--- src/rtl/bless_pkg.sv ---
`default_nettype none
// ============================================================================
// Module   : bless_pkg
// Purpose  : Shared constants and types for the bufferless deflection router
//            PE injection path (flit width, port count, slot index type and
//            injection FSM state encoding).
// Ports    : none (package)
// Revision : 1.0  initial release
// ============================================================================
package bless_pkg;

  localparam int BLESS_FLIT_W   = 32;
  localparam int BLESS_NUM_PORT = 4;
  localparam int BLESS_SLOT_W   = $clog2(BLESS_NUM_PORT);

  typedef logic [BLESS_SLOT_W-1:0] slot_t;

  typedef enum logic [1:0] {
    EMPTY   = 2'd0,
    HEAD    = 2'd1,
    STARVED = 2'd2
  } inj_state_t;

endpackage
`default_nettype wire

--- src/rtl/bless_inj_fifo.sv ---
`default_nettype none
// ============================================================================
// Module   : bless_inj_fifo
// Purpose  : DEPTH x WIDTH injection FIFO with wrap-around pointers and an
//            occupancy count. The caller guarantees push only when not full
//            and pop only when not empty.
// Ports    : clk, reset (async, active-low), push, pop, push_data,
//            head (current head entry), count (occupancy 0..DEPTH)
// Revision : 1.0  initial release
// ============================================================================
module bless_inj_fifo
  import bless_pkg::*;
#(
  parameter int WIDTH = BLESS_FLIT_W,
  parameter int DEPTH = 4
) (
  input  logic                     clk,
  input  logic                     reset,
  input  logic                     push,
  input  logic                     pop,
  input  logic [WIDTH-1:0]         push_data,
  output logic [WIDTH-1:0]         head,
  output logic [$clog2(DEPTH):0]   count
);

  localparam int PTR_W = $clog2(DEPTH);

  logic [WIDTH-1:0] mem [DEPTH];
  logic [PTR_W-1:0] wr_ptr;
  logic [PTR_W-1:0] rd_ptr;

  // Storage is not reset: the count gates every read, so stale data is
  // never observable.
  always_ff @(posedge clk) begin
    if (push) begin
      mem[wr_ptr] <= push_data;
    end
  end

  // DEPTH is a power of two, so pointers wrap by natural overflow.
  always_ff @(posedge clk or negedge reset) begin
    if (!reset) begin
      wr_ptr <= '0;
      rd_ptr <= '0;
      count  <= '0;
    end else begin
      if (push) begin
        wr_ptr <= wr_ptr + 1'b1;
      end
      if (pop) begin
        rd_ptr <= rd_ptr + 1'b1;
      end
      case ({push, pop})
        2'b10:   count <= count + 1'b1;
        2'b01:   count <= count - 1'b1;
        default: count <= count;
      endcase
    end
  end

  assign head = mem[rd_ptr];

endmodule
`default_nettype wire

--- src/rtl/bless_inject_ctrl.sv ---
`default_nettype none
// ============================================================================
// Module   : bless_inject_ctrl
// Purpose  : PE injection controller for a bufferless deflection router.
//            Buffers PE flits, injects the head flit into the lowest-indexed
//            empty router input slot, and optionally flags starvation.
// Config   : BLESS_STARVE_MON_EN - when defined, enables the blocked-cycle
//            counter, the STARVED state and the starved output. When
//            undefined, starved is tied to 0.
// Ports    : clk, reset (async, active-low)
//            pe_valid, pe_flit, pe_ready      - PE side handshake
//            in_valid                          - occupied network slots
//            inj_valid, inj_flit, inj_slot     - registered injection
//            fifo_count                        - FIFO occupancy
//            starved                           - head blocked too long
// Revision : 1.0  initial release
// ============================================================================
module bless_inject_ctrl
  import bless_pkg::*;
#(
  parameter int WIDTH        = BLESS_FLIT_W,
  parameter int DEPTH        = 4,
  parameter int NUM_PORT     = BLESS_NUM_PORT,
  parameter int STARVE_LIMIT = 16
) (
  input  logic                        clk,
  input  logic                        reset,
  input  logic                        pe_valid,
  input  logic [WIDTH-1:0]            pe_flit,
  output logic                        pe_ready,
  input  logic [NUM_PORT-1:0]         in_valid,
  output logic                        inj_valid,
  output logic [WIDTH-1:0]            inj_flit,
  output logic [$clog2(NUM_PORT)-1:0] inj_slot,
  output logic [$clog2(DEPTH):0]      fifo_count,
  output logic                        starved
);

  localparam int                SLOT_W     = $clog2(NUM_PORT);
  localparam int                CNT_W      = $clog2(DEPTH) + 1;
  localparam logic [CNT_W-1:0]  FULL_COUNT = CNT_W'(DEPTH);
  localparam logic [CNT_W-1:0]  ONE_COUNT  = CNT_W'(1);

  logic              push;
  logic              pop;
  logic              free;
  logic              nonempty;
  logic              last;
  logic [SLOT_W-1:0] sel;
  logic [WIDTH-1:0]  head;
  inj_state_t        state;

  // pe_ready derives only from the registered count: a full FIFO refuses a
  // flit even in a cycle where it also pops.
  assign pe_ready = (fifo_count != FULL_COUNT);
  assign nonempty = (fifo_count != '0);
  assign last     = (fifo_count == ONE_COUNT);
  assign free     = ~&in_valid;
  assign push     = pe_valid & pe_ready;
  assign pop      = nonempty & free;

  // Lowest-indexed empty slot; scanning downward lets the lowest index win.
  always_comb begin
    sel = '0;
    for (int i = NUM_PORT - 1; i >= 0; i--) begin
      if (!in_valid[i]) begin
        sel = SLOT_W'(i);
      end
    end
  end

  bless_inj_fifo #(
    .WIDTH (WIDTH),
    .DEPTH (DEPTH)
  ) u_fifo (
    .clk       (clk),
    .reset     (reset),
    .push      (push),
    .pop       (pop),
    .push_data (pe_flit),
    .head      (head),
    .count     (fifo_count)
  );

  // Registering the injection aligns it with the network flits the router
  // captures from the same cycle's input slots.
  always_ff @(posedge clk or negedge reset) begin
    if (!reset) begin
      inj_valid <= 1'b0;
      inj_flit  <= '0;
      inj_slot  <= '0;
    end else begin
      inj_valid <= pop;
      if (pop) begin
        inj_flit <= head;
        inj_slot <= sel;
      end
    end
  end

`ifdef BLESS_STARVE_MON_EN
  localparam int               BLK_W = $clog2(STARVE_LIMIT + 1);
  localparam logic [BLK_W-1:0] LIMIT = BLK_W'(STARVE_LIMIT);

  logic [BLK_W-1:0] blk_cnt;
  logic             starved_q;

  always_ff @(posedge clk or negedge reset) begin
    if (!reset) begin
      state     <= EMPTY;
      blk_cnt   <= '0;
      starved_q <= 1'b0;
    end else begin
      // pop and blocked are mutually exclusive (pop needs a free slot).
      if (pop) begin
        blk_cnt <= '0;
      end else if (nonempty && !free && (blk_cnt != LIMIT)) begin
        blk_cnt <= blk_cnt + 1'b1;
      end

      case (state)
        EMPTY: begin
          if (push) begin
            state <= HEAD;
          end
        end
        HEAD: begin
          if (pop && last && !push) begin
            state <= EMPTY;
          end else if (!free && ((blk_cnt + 1'b1) == LIMIT)) begin
            state     <= STARVED;
            starved_q <= 1'b1;
          end
        end
        STARVED: begin
          if (pop) begin
            starved_q <= 1'b0;
            state     <= (last && !push) ? EMPTY : HEAD;
          end
        end
        default: begin
          state     <= EMPTY;
          starved_q <= 1'b0;
        end
      endcase
    end
  end

  assign starved = starved_q;
`else
  always_ff @(posedge clk or negedge reset) begin
    if (!reset) begin
      state <= EMPTY;
    end else begin
      case (state)
        EMPTY: begin
          if (push) begin
            state <= HEAD;
          end
        end
        HEAD: begin
          if (pop && last && !push) begin
            state <= EMPTY;
          end
        end
        default: begin
          state <= EMPTY;
        end
      endcase
    end
  end

  assign starved = 1'b0;
`endif

endmodule
`default_nettype wire

--- config.mk ---
export PLATFORM = sky130hd
export DESIGN_NAME = bless_inject_ctrl
export DESIGN_NICKNAME = d
export VERILOG_FILES = /design/src/rtl/bless_pkg.sv /design/src/rtl/bless_inj_fifo.sv /design/src/rtl/bless_inject_ctrl.sv
export SDC_FILE = /design/constraint.sdc
export NUM_CORES = 1
export LEC_CHECK = 0
export ABC_AREA = 1
export CORE_MARGIN = 2
export CORE_UTILIZATION = 50
export CTS_BUF_LIST = sky130_fd_sc_hd__clkbuf_16
export CTS_CLUSTER_SIZE = 30
export DETAILED_ROUTE_END_ITERATION = 8
export GPL_TIMING_DRIVEN = 0
export HOLD_SLACK_MARGIN = 0.05
export PLACE_DENSITY = 0.72
export REMOVE_ABC_BUFFERS = 1
export SETUP_SLACK_MARGIN = 0.1
export SKIP_CTS_REPAIR_TIMING = 1
export SLEW_MARGIN = 20
export SYNTH_ARGS = -nofsm -noshare
export SYNTH_HDL_FRONTEND = slang
export SYNTH_HIERARCHICAL = 1
export SYNTH_SLANG_ARGS = --single-unit
--- constraint.sdc ---
create_clock -name clk -period 1.9 [get_ports clk]
set_input_delay 0.19 -clock clk [delete_from_list [all_inputs] [get_ports clk]]
set_output_delay 0.19 -clock clk [all_outputs]
set_load 0.01 [all_outputs]
==> summary.md <==
| Metric | Value |
|---|---|
| Detailed Route Iter0 Violations | `260` |
| GRT Total Usage | `0.192` |
| Startpoint types | `register` |
| Clk root buf | `clkbuf_16` |
| Initial DRT Pass Iterations | `4` |
| Final ANT Viol Nets | `0` |
| Initial antenna violation count | `0` |
| Req. time, crit path | `approximately 2000 ps` |
| I/O pin count | `79` |
| CP endpoint kind | `register` |
| Die H | `123 um` |
| Final setup fails | `0` |
| P_int | `9.37 mW` |
| Clk_skew | `between 5 and 6 ps` |
| Slew margin rel. | `0.531` |
| Max-Cap Viols | `0` |
| HP Class | `in -> async` |
| Final hold vios | `0` |
| FMAX | `between 0.5 and 0.6 GHz` |
| Most frequent cells in the layout | `nand2_1 (214), edfxtp_1 (128), clkdlybuf4s50_1 (76)` |
| Initial Utilization | `0.508` |
| Share of post-route cells with drive strength above 1 | `0.0777` |
| Critical path cell sequence | `nand3_1 > and2_4 > buf_4 > nand2_1 > inv_2 > buf_12` |
| Final Cycle Share | `0.900` |
| Crit-path max cell delay | `between 400 and 500 ps` |
| Commonest non-fill, non-tap cell in the layout | `nand2_1` |
| Power per cell area | `about 1600 mW/mm2` |
| Post-DP Area | `between 0.007 and 0.008 mm2` |
| Clock Path Buffers | `2` |
| H-tree levels | `4` |
| Global route total overflow | `0` |
| Clock-pin slew on the worst setup and hold paths | `about 60 ps` |
| WL per Instance | `15.0 um` |
| Vias | `4565` |
| Area Overhead vs Synth | `23.4%` |
| Residual DRC | `0` |
| Sequential fraction of the synthesis area | `0.696` |
| Site row count | `43` |
| Vias in the first global route | `4349` |
| Synthesized area | `~0.0070 mm2` |
| Status | `finished, final reports clean` |
| Worst-path fanout max | `25` |
| Net Sw Frac | `0.334` |
| IO Port Bufs | `77` |
| Finished Core Util | `0.627` |
| Combinational share of power | `0.354` |
| Crit path kind | `reg -> reg` |
| VDD IR max | `about 930 uV` |
| Global-route wire length before repair | `21300 um` |
| CTS tree | `done` |
| Die X | `123 um` |
| Synth warn | `6` |
| Synth unique cells | `24` |
| Clk Latency, worst-skew pair | `420 ps` |
| RePlAce Congestion | `roughly 0.68` |
| Clock share of power | `0.249` |
| FF+latch count, synth | `170` |
| Worst-path cell with the longest stage delay | `dfrtp_2` |
| Leak | `about 3.7 nW` |
| Fin nets | `766` |
| Total CTS buffers | `17` |
| Share of power burned in registers | `0.397` |
| Slew Limit Fails | `0` |
| Net Switching | `roughly 4.7 mW` |
| Largest net degree at the start of global routing | `71` |
| Ant. Diodes | `0` |
| Avg Inst Size Synth | `between 10 and 15 um2` |
| CP arrival | `1820 ps` |
| Vias per inst | `4.99` |
| Min Tclk post-route | `1710 ps` |
| Die area | `roughly 0.015 mm2` |
| Slew @ Worst Pin | `702 ps` |
| RSZ-0062 raised after global routing | `true` |
| Post-Synthesis Cells | `645` |
| Post-Route WL | `between 10000 and 15000 um` |
| CORE AREA | `0.0138 mm2` |
| Final Cell Area | `0.00868 mm2` |
| DP Wirelength | `between 8000 and 9000 um` |
| CTS sink count | `170` |
[worst max-delay path, delay by kind of cell (launching register included)]
kind | cells | cell delay [ps]
buffers and inverters | 3 | 610
DFF | 1 | 440
and+or+nand+nor | 3 | 350
[routing by layer]
metal | up-vias | track usage | part of all wire
met3 | 14 | 0.0525 | 0.051
met2 | 114 | 0.324 | 0.50
met5 | - | 0 | 0
met1 | 2192 | 0.239 | 0.43
li1 | 2245 | - | -
met4 | 0 | 0.0726 | 0.013
[power groups by stage]
| stage | registers [mW] | clock network (mW) | logic, mW |
|---|---|---|---|
| floorplan | 5.93 | 0 | 2.50 |
| global placement | 5.75 | 0 | 4.12 |
| detailed placement | 5.73 | 0 | 4.79 |
| CTS | 5.66 | 3.56 | 4.81 |
| global route | 5.69 | 3.71 | 5.58 |
| finish | 5.59 | 3.50 | 4.98 |
[Yosys cell counts, drive strengths merged]
cell type / instances / area share
nand3: 34 / 0.024
nor2: 65 / 0.035
dfrtp: 42 / 0.15
inv: 79 / 0.042
and2: 1 / 0.00089
o21ai: 2 / 0.0014
fa: 1 / 0.0028
nand3b: 1 / 0.0028
clkbuf: 6 / 0.0032
o211ai: 32 / 0.034
xnor2: 1 / 0.0012
ha: 5 / 0.0089
nand2: 215 / 0.12
conb: 1 / 0.00053
xor2: 3 / 0.0037
edfxtp: 128 / 0.55
buf: 25 / 0.021
nand4: 3 / 0.0048
a21boi: 1 / 0.0011
[logic make-up after synthesis]
logic type,count (synthesis),share of synthesized area
simple gates,319,0.183
flops,170,0.696
buf+inv,110,0.0666
other cells,1,0.000533
fa+ha+maj,6,0.0117
compound gates,35,0.0367
xor+xnor,4,0.00498
[through the flow]
step | setup TNS [ps] | std cells | hold slack, ps | worst slack (ps) | power, mW
floorplan | -54740 | 614 | -106 | -1020 | 8.43
detailed placement | -13480 | 877 | 177 | -387 | 10.5
global placement | -173830 | 871 | 452 | -1800 | 9.87
CTS | -1840 | 909 | -273 | -207 | 14.0
global route | 0 | 914 | 305 | 45.5 | 15.0
finish | 0 | 914 | 268 | 190 | 14.1
[layout make-up]
class,instances,area [um2]
Clock inverter,15,183
Multi-Input combinational cell,365,1690
Sequential cell,170,4900
Fill cell,1050,5150
Timing Repair Buffer,88,953
Clock buffer,17,425
Tap cell,180,225
Inverter,79,302
[registers in the layout (all words and copies together) (netlist names)]
name	count
inj_valid	1
u_fifo/wr_ptr	2
inj_slot	2
u_fifo/mem	128
inj_flit	32
u_fifo/rd_ptr	2
u_fifo/count	3
[worst paths after layout]
kind / startpoint / endpoint / slack [ps] / depth (start not counted)
setup / recovery: u_fifo/count[2]$_DFFE_PN0P_ / u_fifo/mem[2][30]$_DFFE_PP_ / 190 / 6
hold / removal: reset / inj_flit[19]$_DFFE_PN0P_ / 270 / 2
setup reg to reg: u_fifo/count[2]$_DFFE_PN0P_ / u_fifo/mem[2][30]$_DFFE_PP_ / 190 / 6
hold reg to reg: inj_flit[1]$_DFFE_PN0P_ / inj_flit[1]$_DFFE_PN0P_ / 470 / 2
max in group asynchronous: reset / u_fifo/rd_ptr[0]$_DFFE_PN0P_ / 1100 / 3
min in group clk: pe_flit[9] / u_fifo/mem[2][9]$_DFFE_PP_ / 400 / 1
Note: power is estimated with default switching activity, not from simulation.
